`config.mk`:
```
export PLATFORM = sky130hd
export DESIGN_NAME = spectrum_peak_detector
export DESIGN_NICKNAME = d
export VERILOG_FILES = /design/src/rtl/spectrum_peak_detector.sv
export SDC_FILE = /design/constraint.sdc
export NUM_CORES = 1
export LEC_CHECK = 0
export BUFFER_PORTS_ARGS = -buffer_cell sky130_fd_sc_hd__buf_2
export CAP_MARGIN = 20
export CORE_ASPECT_RATIO = 0.7
export CORE_MARGIN = 1
export CORE_UTILIZATION = 40
export CTS_BUF_LIST = sky130_fd_sc_hd__clkbuf_4 sky130_fd_sc_hd__clkbuf_8
export CTS_CLUSTER_SIZE = 28
export DETAILED_ROUTE_END_ITERATION = 10
export RECOVER_POWER = 50
export SYNTH_ARGS = -nofsm -noshare
export SYNTH_HDL_FRONTEND = slang
export SYNTH_SLANG_ARGS = --single-unit
```
`constraint.sdc`:
```
create_clock -name CLOCK_50 -period 2.97 [get_ports CLOCK_50]
set_clock_uncertainty 0.05 [all_clocks]
set_input_delay 0.297 -clock CLOCK_50 [delete_from_list [all_inputs] [get_ports CLOCK_50]]
set_output_delay 0.297 -clock CLOCK_50 [all_outputs]
set_load 0.01 [all_outputs]
```
`src/rtl/spectrum_peak_detector.sv`:
```
// spectrum_peak_detector: consumes one frame of magnitude bins from the Filter
// block, tracks the largest in-band bin and publishes its index and magnitude
// at frame end. done is high whenever a new frame can be accepted.
// Optional: define PEAK_STABLE_EN to qualify peak_valid with a count of
// consecutive frames that agree on the peak index.
module spectrum_peak_detector #(
  parameter int unsigned NUM_BINS      = 2048,
  parameter int unsigned MIN_BIN       = 2,
  parameter int unsigned MAX_BIN       = 1023,
  parameter logic [63:0] MAG_THRESH    = 64'd1024,
  parameter int unsigned STABLE_FRAMES = 3
) (
  input  logic        CLOCK_50,
  input  logic        reset,
  input  logic        start,
  input  logic        mag_valid,
  input  logic [63:0] mag,
  input  logic [10:0] index,
  output logic        done,
  output logic [10:0] peak_index,
  output logic [63:0] peak_mag,
  output logic        peak_valid,
  output logic        frame_tick,
  output logic        overrun
);

  localparam int unsigned MAG_W = 64;
  localparam int unsigned IDX_W = 11;
  // One bit wider than the index so a count of NUM_BINS does not wrap.
  localparam int unsigned CNT_W = IDX_W + 1;
  localparam int unsigned AGR_W = 3;

  // Elaboration-time parameter sanity checks.
  if (STABLE_FRAMES > 7) begin : g_stable_range_err
    $error("STABLE_FRAMES must fit the 3-bit agreement counter");
  end
  if (MIN_BIN > MAX_BIN || MAX_BIN >= NUM_BINS || NUM_BINS > 2048) begin : g_bin_range_err
    $error("bin range parameters are inconsistent");
  end

  typedef enum logic [1:0] {
    S_IDLE    = 2'd0,
    S_COLLECT = 2'd1,
    S_REPORT  = 2'd2
  } state_e;

  state_e            state_q;
  logic [MAG_W-1:0]  max_q;
  logic [IDX_W-1:0]  cand_q;
  logic [CNT_W-1:0]  cnt_q;

  logic              done_q;
  logic [IDX_W-1:0]  peak_index_q;
  logic [MAG_W-1:0]  peak_mag_q;
  logic              peak_valid_q;
  logic              frame_tick_q;
  logic              overrun_q;

  logic              in_band_c;
  logic              bigger_c;
  logic [CNT_W-1:0]  cnt_inc_c;
  logic              last_c;
  logic              raw_valid_c;
  logic              peak_valid_d;

  // Per-sample decode: band check, new-max check and end-of-frame detection.
  always_comb begin
    in_band_c   = (index >= IDX_W'(MIN_BIN)) && (index <= IDX_W'(MAX_BIN));
    bigger_c    = (mag > max_q);
    cnt_inc_c   = cnt_q + CNT_W'(1);
    last_c      = (index == IDX_W'(NUM_BINS - 1)) || (cnt_inc_c == CNT_W'(NUM_BINS));
    raw_valid_c = (max_q >= MAG_THRESH);
  end

`ifdef PEAK_STABLE_EN
  logic [AGR_W-1:0] agree_q;
  logic [AGR_W-1:0] agree_d;

  // Agreement counter update applied in REPORT; saturates at STABLE_FRAMES.
  always_comb begin
    agree_d = '0;
    if (raw_valid_c && (cand_q == peak_index_q)) begin
      if (agree_q >= AGR_W'(STABLE_FRAMES)) begin
        agree_d = AGR_W'(STABLE_FRAMES);
      end else begin
        agree_d = agree_q + AGR_W'(1);
      end
    end else if (raw_valid_c) begin
      agree_d = AGR_W'(1);
    end
    peak_valid_d = (agree_d >= AGR_W'(STABLE_FRAMES));
  end

  // Agreement counter register.
  always_ff @(posedge CLOCK_50) begin
    if (reset) begin
      agree_q <= '0;
    end else if (state_q == S_REPORT) begin
      agree_q <= agree_d;
    end
  end
`else
  // Without stability qualification each frame stands on its own.
  always_comb begin
    peak_valid_d = raw_valid_c;
  end
`endif

  // Frame FSM with accumulators and registered outputs.
  always_ff @(posedge CLOCK_50) begin
    if (reset) begin
      state_q      <= S_IDLE;
      max_q        <= '0;
      cand_q       <= '0;
      cnt_q        <= '0;
      done_q       <= 1'b1;
      peak_index_q <= '0;
      peak_mag_q   <= '0;
      peak_valid_q <= 1'b0;
      frame_tick_q <= 1'b0;
      overrun_q    <= 1'b0;
    end else begin
      frame_tick_q <= 1'b0;
      case (state_q)
        S_IDLE: begin
          done_q <= 1'b1;
          if (mag_valid) begin
            overrun_q <= 1'b1;
          end
          if (start) begin
            state_q <= S_COLLECT;
            max_q   <= '0;
            cand_q  <= '0;
            cnt_q   <= '0;
            done_q  <= 1'b0;
          end
        end
        S_COLLECT: begin
          done_q <= 1'b0;
          if (start) begin
            // Abort: restart the frame, ignore this cycle's sample.
            max_q  <= '0;
            cand_q <= '0;
            cnt_q  <= '0;
          end else if (mag_valid) begin
            cnt_q <= cnt_inc_c;
            if (in_band_c && bigger_c) begin
              max_q  <= mag;
              cand_q <= index;
            end
            if (last_c) begin
              state_q <= S_REPORT;
            end
          end
        end
        S_REPORT: begin
          peak_index_q <= cand_q;
          peak_mag_q   <= max_q;
          peak_valid_q <= peak_valid_d;
          frame_tick_q <= 1'b1;
          done_q       <= 1'b1;
          state_q      <= S_IDLE;
          if (mag_valid) begin
            overrun_q <= 1'b1;
          end
        end
        default: begin
          state_q <= S_IDLE;
          done_q  <= 1'b1;
        end
      endcase
    end
  end

  assign done       = done_q;
  assign peak_index = peak_index_q;
  assign peak_mag   = peak_mag_q;
  assign peak_valid = peak_valid_q;
  assign frame_tick = frame_tick_q;
  assign overrun    = overrun_q;

endmodule

```
==> results <==
- The number of global-route vias before repair was ~6.7k.
- VDD sags by at most between 200 and 250 uV.
- The type of the worst setup path is reg2reg.
- The total overflow left after global routing is 0.
- The worst setup path is captured at a flop.
- The top fanout value on the critical path is 42.
- Buffers added to address setup during post-CTS repair amount to 0.
- The time the final worst path needs with I/O delays and setup is around 2.8 ns.
- The die covers 0.0223 mm^2.
- The cell area after synthesis is 0.00869 mm^2.
- The headroom to the max-slew limit is 0.237.
- For the final routed database, the setup TNS stands at 0 ns.
- The routability-driven placement congestion ratio is 0.804.
- After detailed routing, the total wire length is ~22 mm.
- For this configuration, the core starts out at a cell density of 0.413.
- The run finished with clean final reports.
- The count of TritonRoute iterations in the first routing pass is 5.
- At the worst endpoint, the required time is 3.31 ns.
- The data arrival time at the worst-slack endpoint is about 3.2 ns.
- Input and output buffers added on the ports amount to roughly 160.
- The measured slew at the worst slew-check pin is roughly 1.1 ns.
- At the later pin of the worst-skew pair, clock insertion delay measures approximately 0.47 ns.
- The die is 178 um wide.
- In the final layout, the share of cells above drive strength 1 is 0.113.
- The first-pass GRT wire length is about 36 mm.
- The worst hold path passes through 3 cells.
- The clock-pin slew on the worst setup and hold paths is 0.09 ns.
- After synthesis, the mean cell area works out to ~8.4 um^2.
- The floorplan has between 40 and 50 rows.
- After detailed routing, the number of vias per cell comes to between 5 and 6.
- The number of H-tree levels is 4.
- The number of failing setup endpoints in the final timing report is 0.
- The ratio of total power to cell area is 446 mW/mm^2.
- The count of nets left with antenna violations once routing finished came out at 0.
- The hold violation count in the final report was 0.
- In this run the vertical extent of the chip is between 100 and 150 um.
- Synthesis produced a netlist with a net count of about 1.2k.
- Detailed placement ended at an HPWL of roughly 16 mm.
- Yosys mapped a number of flops with a built-in enable equal to 0.
- The total count of max-transition violations in the final report is 0.
- The nature of the critical path startpoint is a flop.
- The Yosys step of the flow raised 0 warnings.
- The total vias in the final route is ~7.4k.
- Hold repair after CTS inserted 0 buffers.
- The number of placed I/O pins is ~160.
- The max-cap violation count is 0.
- The number of gates resized after CTS was 0.
- The placeable core region is 0.0210 mm^2.
- The final core utilization is 0.477.
- After the first detailed-routing iteration, the DRC count stood at about 400.
- The number of distinct standard cells referenced by the synthesized netlist is 46.
- Setup repair after global routing left no endpoint under its margin.
- Counting cells, the worst reg-to-reg path comes to 9.
- Entering global routing, the biggest net connects 70 pins.
- At the end of the flow, the number of nets in the layout was between 1k and 1.5k.
- Counting flops and latches in the post-synthesis netlist gives 168.
- The instance count of the mapped netlist is 1,035.
- The number of design rule violations left after detail routing is 0.
- Dividing the detail-routed wire length by the instance count gives 15.3 um.
- TritonCTS created 17 clock buffers.
- For this design the static power due to leakage is ~3.7 nW.
- The worst min-delay path category is in2reg.
- The area added between synthesis and finish is 15.3%.
- The clock root buffer master is clkbuf_8.
- In the synthesized netlist the async set-or-reset flop fraction comes to 0.
- The share of the yosys chip area belonging to registers is 0.387.
- The number of antenna violations at the first check in global routing came to 1.
- In this run the deepest clock path goes through 2 buffers.
- Based on the critical path, the design can be clocked at up to 354 MHz.
- The TritonCTS clock tree is done.
- CTS saw 168 sinks.
- The ratio of final minimum period to clock period is 0.952.
- Among all flip-flop cells after synthesis, the most frequent one is dfxtp_1.
- The combined global-route utilization of all metal layers is 0.204.
-- Yosys cell counts (all sizes together) (2+ instances only) --
cell type	n	area, um^2
ha	65	813
nor2	31	116
clkbuf	54	203
o211ai	3	22.5
mux2i	74	741
o31ai	2	15.0
a221o	2	20.0
nand2b	76	475
nand4	25	163
or3	3	18.8
a211oi	2	15.0
o21ai	14	70.1
buf	10	109
inv	68	255
and3	4	25.0
nor3b	2	15.0
and2	2	12.5
nor3	9	45.0
nor2b	4	25.0
a31oi	2	12.5
nand2	176	661
dfxtp	168	3360
a311oi	6	52.6
or2	2	12.5
a21oi	112	561
a21o	4	30.0
nand3	12	60.1
nand3b	73	548
nor4	20	140
-- cells by family after synthesis --
group / share of synthesized area
AND/OR/NAND/NOR: 0.268
XOR/XNOR: 0.00202
buffers and inverters: 0.0652
adder cells (fa/ha/maj): 0.0935
multiplexers: 0.0852
AO/OA/AOI/OAI: 0.0997
flip-flops: 0.387
-- routing by layer --
layer  GRT usage  vias up  wire, um
li1            -     3800         -
met1       0.302     3390     11800
met2       0.289      151      9050
met3      0.0547       12      1280
met4      0.0494        0       159
met5           0        -         0
-- state kept, by name, summed over array words and instances (netlist names) --
name        count
cand_q         11
cnt_q          12
done            1
frame_tick      1
max_q          64
overrun         1
peak_index     11
peak_mag       64
peak_valid      1
state_q         2
-- worst paths after layout --
kind / start / to / slack (ns)
hold / removal: mag[63] / max_q[63]$_SDFFE_PP0P_ / 0.05
setup / recovery: max_q[55]$_SDFFE_PP0P_ / max_q[53]$_SDFFE_PP0P_ / 0.14
hold reg to reg: cand_q[10]$_SDFFE_PP0P_ / peak_index[10]$_SDFFE_PP0P_ / 0.41
setup reg to reg: max_q[55]$_SDFFE_PP0P_ / max_q[53]$_SDFFE_PP0P_ / 0.14
-- power by group --
group / switching, mW / leakage (nW) / internal (mW)
clock network: 0.881 / 0.202 / 0.789
logic: 0.280 / 2.15 / 0.219
registers: 0.0259 / 1.36 / 2.28
total: 1.19 / 3.70 / 3.29
-- critical path, cell delays in order (launching register included) --
cell and delay (ns):
dfxtp_1 0.39, inv_1 0.06, ha_1 0.31, nand4_1 0.25, nor4_4 0.45, nand2_1 0.09, o2111a_1 0.30, a41oi_4 0.26
buf_12 0.32, mux2i_1 0.23
-- layout make-up --
type | instances | area (um^2)
antenna | 1 | 2.50
clock buffer | 23 | 310
clock inverter | 9 | 90.1
fill | 2117 | 11000
inverter | 68 | 255
multi-input combinational | 735 | 4800
sequential | 168 | 3360
tap | 276 | 345
timing repair buffer | 173 | 861
-- placed cells by master, fill, tap and decap left out, types with 3 or more instances in the layout --
cell type,Yosys,final
nand3_1,12,12
nor3_1,9,9
clkinv_4,0,3
a21o_1,4,4
nand2b_1,76,76
nand3b_1,73,73
dfxtp_1,168,168
a311oi_1,6,6
or3_1,3,3
nor4_1,19,18
buf_4,2,11
a21oi_1,112,112
inv_1,68,68
nor2b_1,4,3
clkbuf_8,0,22
o21ai_0,13,13
buf_2,0,77
nor2_1,31,30
ha_1,65,65
buf_12,0,4
and3_1,4,4
nand2_1,176,176
nand4_1,24,24
mux2i_1,74,74
clkbuf_1,54,79
o211ai_1,3,3
-- metrics by stage --
step	cells	hold WS [ns]	total power, mW	cell area, um^2	worst slack [ns]
floorplan	1035	0.377	2.68	8690	0.595
global placement	1420	0.390	2.85	9730	0.217
detailed placement	1420	0.395	2.86	9730	0.134
CTS	1452	0.0157	4.52	10100	0.109
global route	1452	0.0250	4.68	10000	0.000606
finish	1453	0.0502	4.47	10000	0.144
No activity file was read; power rests on OpenSTA's default activity.
